### config.mk
export PLATFORM = sky130hd
export DESIGN_NAME = pipeline_hazard_ctrl
export DESIGN_NICKNAME = d
export VERILOG_FILES = /design/src/rtl/pipeline_hazard_ctrl.sv
export SDC_FILE = /design/constraint.sdc
export NUM_CORES = 1
export LEC_CHECK = 0
export CORE_MARGIN = 2
export CORE_UTILIZATION = 29
export CTS_BUF_LIST = sky130_fd_sc_hd__clkbuf_8 sky130_fd_sc_hd__clkbuf_16
export DETAILED_ROUTE_END_ITERATION = 7
export GPL_TIMING_DRIVEN = 0
export HOLD_SLACK_MARGIN = 0.15
export PLACE_DENSITY_LB_ADDON = 0.3
export SETUP_SLACK_MARGIN = 0.3
export SLEW_MARGIN = 20
export SYNTH_ARGS = -nofsm -noshare
export SYNTH_HDL_FRONTEND = slang
export SYNTH_SLANG_ARGS = --single-unit
### constraint.sdc
create_clock -name clk -period 1.5 [get_ports clk]
set_input_delay 0.3 -clock clk [delete_from_list [all_inputs] [get_ports clk]]
set_output_delay 0.3 -clock clk [all_outputs]
set_load 0.005 [all_outputs]
### src/rtl/pipeline_hazard_ctrl.sv
// Pipeline hazard controller: load-use stalls, branch flushes and memory-busy freezes.
// Optional macro STALL_COUNT_EN adds a saturating counter of cycles with the PC held.
`timescale 1ns/1ps
module pipeline_hazard_ctrl #(
   parameter int BRANCH_PENALTY = 1
) (
   input  logic        clk,
   input  logic        reset,
   input  logic [4:0]  rsIN,
   input  logic [4:0]  rtIN,
   input  logic [4:0]  rtExIN,
   input  logic        memReadExIN,
   input  logic        branchTakenIN,
   input  logic        memBusyIN,
   output logic        pcWriteOUT,
   output logic        ifidWriteOUT,
   output logic        ifidFlushOUT,
   output logic        idexFlushOUT,
   output logic [15:0] stallCountOUT
);

   typedef enum logic [1:0] {
      RUN     = 2'd0,
      FLUSH   = 2'd1,
      MEMWAIT = 2'd2
   } state_t;

   localparam logic [1:0] LP_FLUSH_LOAD = 2'(BRANCH_PENALTY - 1);
   localparam bit         LP_HAS_FLUSH  = (BRANCH_PENALTY > 1);

   state_t     r_state;
   state_t     w_state_next;
   logic [1:0] r_cnt;
   logic [1:0] w_cnt_next;
   logic       r_pending;
   logic       w_pending_next;
   logic       r_ret_flush;
   logic       w_ret_flush_next;

   logic       w_lu;
   logic       w_serve_branch;
   logic       w_in_flush;
   logic       w_pc_write;
   logic       w_ifid_write;
   logic       w_ifid_flush;
   logic       w_idex_flush;

   assign w_lu = memReadExIN && (rtExIN != 5'd0) &&
                 ((rtExIN == rsIN) || (rtExIN == rtIN));

   // Leaving MEMWAIT behaves like whichever state was frozen, with a held branch first.
   assign w_serve_branch = branchTakenIN || ((r_state == MEMWAIT) && r_pending);
   assign w_in_flush     = (r_state == FLUSH) || ((r_state == MEMWAIT) && r_ret_flush);

   always_comb begin
      w_state_next     = r_state;
      w_cnt_next       = r_cnt;
      w_pending_next   = r_pending;
      w_ret_flush_next = r_ret_flush;
      w_pc_write       = 1'b0;
      w_ifid_write     = 1'b0;
      w_ifid_flush     = 1'b0;
      w_idex_flush     = 1'b0;

      if (memBusyIN) begin
         w_state_next     = MEMWAIT;
         w_pending_next   = r_pending | branchTakenIN;
         w_ret_flush_next = (r_state == MEMWAIT) ? r_ret_flush : (r_state == FLUSH);
      end else begin
         w_pending_next   = 1'b0;
         w_ret_flush_next = 1'b0;
         if (w_serve_branch) begin
            w_pc_write   = 1'b1;
            w_ifid_write = 1'b1;
            w_ifid_flush = 1'b1;
            w_idex_flush = 1'b1;
            if (LP_HAS_FLUSH) begin
               w_state_next = FLUSH;
               w_cnt_next   = LP_FLUSH_LOAD;
            end else begin
               w_state_next = RUN;
               w_cnt_next   = 2'd0;
            end
         end else if (w_in_flush) begin
            w_pc_write   = 1'b1;
            w_ifid_write = 1'b1;
            w_ifid_flush = 1'b1;
            if (r_cnt <= 2'd1) begin
               w_state_next = RUN;
               w_cnt_next   = 2'd0;
            end else begin
               w_state_next = FLUSH;
               w_cnt_next   = r_cnt - 2'd1;
            end
         end else if (w_lu) begin
            w_idex_flush = 1'b1;
            w_state_next = RUN;
         end else begin
            w_pc_write   = 1'b1;
            w_ifid_write = 1'b1;
            w_state_next = RUN;
         end
      end
   end

   always_ff @(posedge clk or negedge reset) begin
      if (!reset) begin
         r_state     <= RUN;
         r_cnt       <= 2'd0;
         r_pending   <= 1'b0;
         r_ret_flush <= 1'b0;
      end else begin
         r_state     <= w_state_next;
         r_cnt       <= w_cnt_next;
         r_pending   <= w_pending_next;
         r_ret_flush <= w_ret_flush_next;
      end
   end

   // Reset overrides the controls immediately: hold the PC and inject bubbles everywhere.
   assign pcWriteOUT   = reset ? w_pc_write   : 1'b0;
   assign ifidWriteOUT = reset ? w_ifid_write : 1'b0;
   assign ifidFlushOUT = reset ? w_ifid_flush : 1'b1;
   assign idexFlushOUT = reset ? w_idex_flush : 1'b1;

`ifdef STALL_COUNT_EN
   logic [15:0] r_stall_cnt;

   always_ff @(posedge clk or negedge reset) begin
      if (!reset) begin
         r_stall_cnt <= 16'h0000;
      end else if (!pcWriteOUT && (r_stall_cnt != 16'hFFFF)) begin
         r_stall_cnt <= r_stall_cnt + 16'd1;
      end
   end

   assign stallCountOUT = r_stall_cnt;
`else
   assign stallCountOUT = 16'h0000;
`endif

endmodule

### Yosys cells after proc, flatten, opt, wreduce, memory -nomap -nowiden

Index checks and enable logic that the tools add are counted.

* bits in latches: 0
* output and inout port bits: 20
* memory bits (writable): 0
* ROM bits: 0
* memories kept: 0
* input bits: 20
* logic and storage cells: 47
* register bits after elaboration: 6

* add/subtract/negate cells: 1
* reduce and logical (&&, ||, !) cells: 10
* shifts and indexed selects: 0
* divide/modulo/power cells: 0
* magnitude comparators: 1
* muxes and demuxes: 24
* bitwise logic cells: 2
* multipliers: 0
* equality and inequality tests: 5

Operators by type and width (count)
* 1-bit 2-to-1 mux: 18
* 2-bit 2-to-1 mux: 6
* 5-bit equality test: 2
* 5-bit nonzero test: 1
* 1-bit logical AND: 4
* 1-bit logical OR: 3
* 2-bit by 1-bit equality test with 1-bit output, second input constant: 1
* 2-bit equality test, second input constant: 1
* 2-bit by 1-bit less-or-equal comparator with 1-bit output, second input constant: 1
* 2-bit != test, second input constant: 1
* 2-bit AND reduction: 1
* 2-bit nonzero test: 1
* 2-bit by 1-bit subtractor with 2-bit output, second input constant: 1
* 1-bit NOT: 1
* 1-bit OR: 1

### Logic depth before layout (Yosys ltp)

* depth in word-level cells: 8
* mapped depth: 5
* depth with buffers taken out: 4

### Worst setup path before layout

Ideal clock, no wire load.

* path type: input -> output
* start: input port rtExIN[1]
* end: output port pcWriteOUT
* path buffers: 1
* path slack: -210 ps
* stages on the path: 4
* arrival time: 1410 ps
* required time: 1200 ps
* cells stage by stage: or4_1 o21a_1 a41oi_1 buf_4

* longest elaborated chain between the ends: 8
* elaborated cells on any way between the ends: 11
* classes of those cells: eq/ne (2); mux (5); reduce/logical (4)

Ends and longest elaborated chain
* start: declaration: RTL line 11 `input logic [4:0] rtExIN,`
* 5-bit equality test or 5-bit nonzero test (tied branches): RTL line 49, 48
* 1-bit logical OR or 1-bit logical AND (tied branches): RTL line 49, 48
* 1-bit logical AND *: RTL line 48 `assign w_lu = memReadExIN && (rtExIN != 5'd0) &&`
* 1-bit 2-to-1 mux * (5 in a row)
* end: declaration: RTL line 15 `output logic pcWriteOUT,`

Mark *: on every way between the ends. The rest lies on a longest branch, timed or not.

### Worst setup path after layout

* start: input port rtExIN[2]
* end: output port idexFlushOUT

* longest elaborated chain between the ends: 8
* elaborated cells on any way between the ends: 11
* classes of those cells: eq/ne (2); mux (5); reduce/logical (4)

Ends and longest elaborated chain
* 5-bit equality test or 5-bit nonzero test (tied branches): RTL line 49, 48
* 1-bit logical OR or 1-bit logical AND (tied branches): RTL line 49, 48
* 1-bit logical AND *: RTL line 48
* 1-bit 2-to-1 mux *: RTL line 95 `end else if (w_lu) begin`
* 1-bit 2-to-1 mux *: RTL line 84 `end else if (w_in_flush) begin`
* 1-bit 2-to-1 mux *: RTL line 72 `if (w_serve_branch) begin`
* 1-bit 2-to-1 mux *: RTL line 65 `if (memBusyIN) begin`
* 1-bit 2-to-1 mux *: RTL line 124 `assign idexFlushOUT = reset ? w_idex_flush : 1'b1;`
* end: declaration: RTL line 18 `output logic idexFlushOUT,`

Marks and branches as above.

==> summary.txt <==
Status
  – Outcome: complete, but fails checks
  – Failing checks: negative setup slack

Synth
  – Count leader, synth: buf_4
  – Synth area leader: dfrtp_1
  – Synth Register Bits: 6
  – Top FF cell, synth: dfrtp_1
  – Synth area leaders: dfrtp_1 29%, buf_4 24%, xnor2_1 17%
  – Synth warn: 0
  – Commonest cells in the netlist: 17 x buf_4, 10 x xnor2_1, 6 x dfrtp_1
  – Register area share after synthesis: 28.71%
  – Post-synth EDFFs: 0
  – Top-area cell type share of the netlist area: 28.71%
  – Cells after Synth: 59
  – Cell area after synthesis: 523.0 um2
  – Mean Syn Cell Area: 8.864 um2
  – Unique masters post-synth: 19
  – Post-synth ARST share: 100.0%

Critical path
  – Critical path depth: 6
  – Buf/Inv on CP: 3
  – R2R Path End: r_cnt[0]
  – Crit path launch: rtExIN[2]
  – CP cell instances: buf_8 > or4_4 > o21a_1 > buf_4 > a41o_1 > buf_2
  – Slowest-stage cell, CP: or4_4
  – R2r setup slk: 120 ps
  – Crit path capture: idexFlushOUT
  – Crit path arrival time: 1560 ps
  – Critical path fanouts, max: 2
  – Worst r2r path cells: 5
  – Worst path top cell family by delay: simple AND/OR/NAND/NOR gates
  – CP Class: in2out
  – Slowest Stage Delay on Critical Path: 520 ps
  – Worst setup SP type: input pin
  – RR Startpoint: r_state[0]
  – Crit path capture type: output port
  – Required time of the critical path: 1200 ps

Routing
  – DR vias/cell: 3.896
  – WL/cell: 9.622 um
  – Drt first pass iters: 5
  – Iteration-0 DRC count of the detailed router: 6
  – Routed Antenna Nets: 0
  – Routed vias: 526
  – Post-Route WL: 1299 um
  – Residual DRC: 0

Global routing
  – Most used routing layer: met2
  – Met1 Use GR: 12.59%
  – Total gr overflow: 0
  – Met2 Use GR: 21.67%
  – Vias in the first global route: 492
  – First-pass GRT wire length: 1828 um
  – Largest net degree at the start of global routing: 10
  – Initial antenna violation count: 0
  – Total GRT Usage: 12.60%
  – Met3 global-route usage: 3.137%

Final layout
  – Seq. cell area: 150.1 um2
  – FILL cells: 165
  – Post-layout util: 57.95%
  – Multi-input logic area: 337.8 um2
  – Area growth from synthesis to layout: 89.23%
  – Layout cells sized above 1: 42.73%
  – # diodes: 0
  – Final Cell Area: 989.7 um2
  – Final nets: 132

Min path
  – Hold WC Path Type: in2async

Die
  – Initial Utilization: 30.62%
  – Die X: 46.47 um
  – Die height: 46.47 um
  – Die footprint: 2159 um2
  – Site Rows: 15
  – IO Count: 40
  – Core area: 1708 um2

CTS
  – CTS Buf Count: 3
  – CTS tree: built
  – Clock buffer depth: 2
  – H-tree levels: 1
  – Hold buffers post-CTS: 0
  – Root buf cell: clkbuf_8
  – Reg clk slew, reported paths: 40 ps
  – Clock Sinks: 6
  – Clk_lat worst skew: 220 ps

Place
  – Post-DP HPWL: 897.2 um
  – Placer congestion estimate: 0.7068
  – Area after DPL: 848.3 um2
  – IO Port Bufs: 23
  – Pre-CTS WS: -1094 ps

Timing
  – FMAX: 538.4 MHz
  – Final Worst Setup Slack: -357.2 ps
  – Setup Viol. Count Final: 4
  – Tcrit/Tclk final: 123.8%
  – Fin. max-slew vios: 0
  – Layout Skew: 2.304 ps
  – Hold Vio Cnt, Final: 0
  – RSZ-0062 raised after global routing: true
  – Fin crit period: 1857 ps

Power and ir drop
  – Worst vdd ir: 525.9 uV
  – P per Cell Area: 588.2 nW/um2
  – Power, Total: 0.5821 mW
  – Lkg Pwr: 0.5038 nW

Flow run
  – Max-Cap Viols: 0
state kept, by name, indices dropped and copies added (netlist names):
register     cells
r_ret_flush      1
r_state          2
r_pending        1
r_cnt            2
report_power, final:
part	internal [mW]	switching (mW)
Sequential	0.166	0.00292
Clock	0.172	0.0663
Combinational	0.109	0.0661
Total	0.447	0.135
metal layers:
| layer | vias up | share of wire [%] |
|---|---|---|
| li1 | 266 | - |
| met1 | 232 | 37 |
| met2 | 26 | 49 |
| met3 | 2 | 13 |
| met4 | 0 | 0.92 |
| met5 | - | 0 |
timing repair:
| action | 4_1_cts | 5_1_grt |
|---|---|---|
| buffers inserted | 7 | 3 |
| setup endpoints to repair | 7 | 7 |
| gates resized for setup | 59 | 5 |
| pin swaps | 18 | 5 |
worst register-to-register path, delay by kind of cell (launching register included):
kind / cells / cell delay, ps
buffers and inverters: 2 / 180
DFF: 1 / 360
AOI/OAI and AO/OA: 1 / 150
muxes: 2 / 560
area by class of cell:
type,count,area share [%]
plain buffers,17,12.90
multi-input cells,49,34.13
repair buffers,33,29.71
inverters,2,0.7585
flip-flops and latches,6,15.17
well taps,25,3.161
clock buffers,3,4.172
metrics by stage:
| stage | hold slack [ps] | instances | setup TNS [ps] |
|---|---|---|---|
| after floorplan | 4.409 | 74 | -130.1 |
| after global placement | 481.7 | 122 | -3810 |
| after detailed placement | 502.1 | 122 | -3802 |
| after CTS | 357.1 | 132 | -1221 |
| after global routing | 369.0 | 135 | -1365 |
| final | 354.8 | 135 | -1176 |
cell families (layout without fill, tap and decap cells):
family | after synthesis | after routing | share of synthesized area (%)
buffers and inverters | 19 | 55 | 25.84
AOI/OAI and AO/OA | 9 | 9 | 12.20
muxes | 2 | 2 | 4.306
other | 1 | 16 | 0.7170
and+or+nand+nor | 12 | 12 | 11.48
xor gates and xnor gates | 10 | 10 | 16.75
DFF | 6 | 6 | 28.71
how the worst min path moves through the flow:
stage	from	end	cells after the start
floorplan	reset	r_cnt[0]	0
global placement	r_pending	r_pending	2
detailed placement	r_pending	r_pending	2
CTS	reset	r_cnt[1]	1
global route	reset	r_cnt[0]	1
finish	reset	r_cnt[1]	1
layout by cell type, fill, tap and decap left out, drive strengths merged, types with 2 or more instances in the layout:
cell           count
buf               35
conb              16
xnor2             10
dlygate4sd2       10
dfrtp              6
nand2              5
clkdlybuf4s50      5
nor2               3
clkbuf             3
mux2               2
nand3              2
inv                2
o21ai              2
Power figures use the tool's default switching activity.
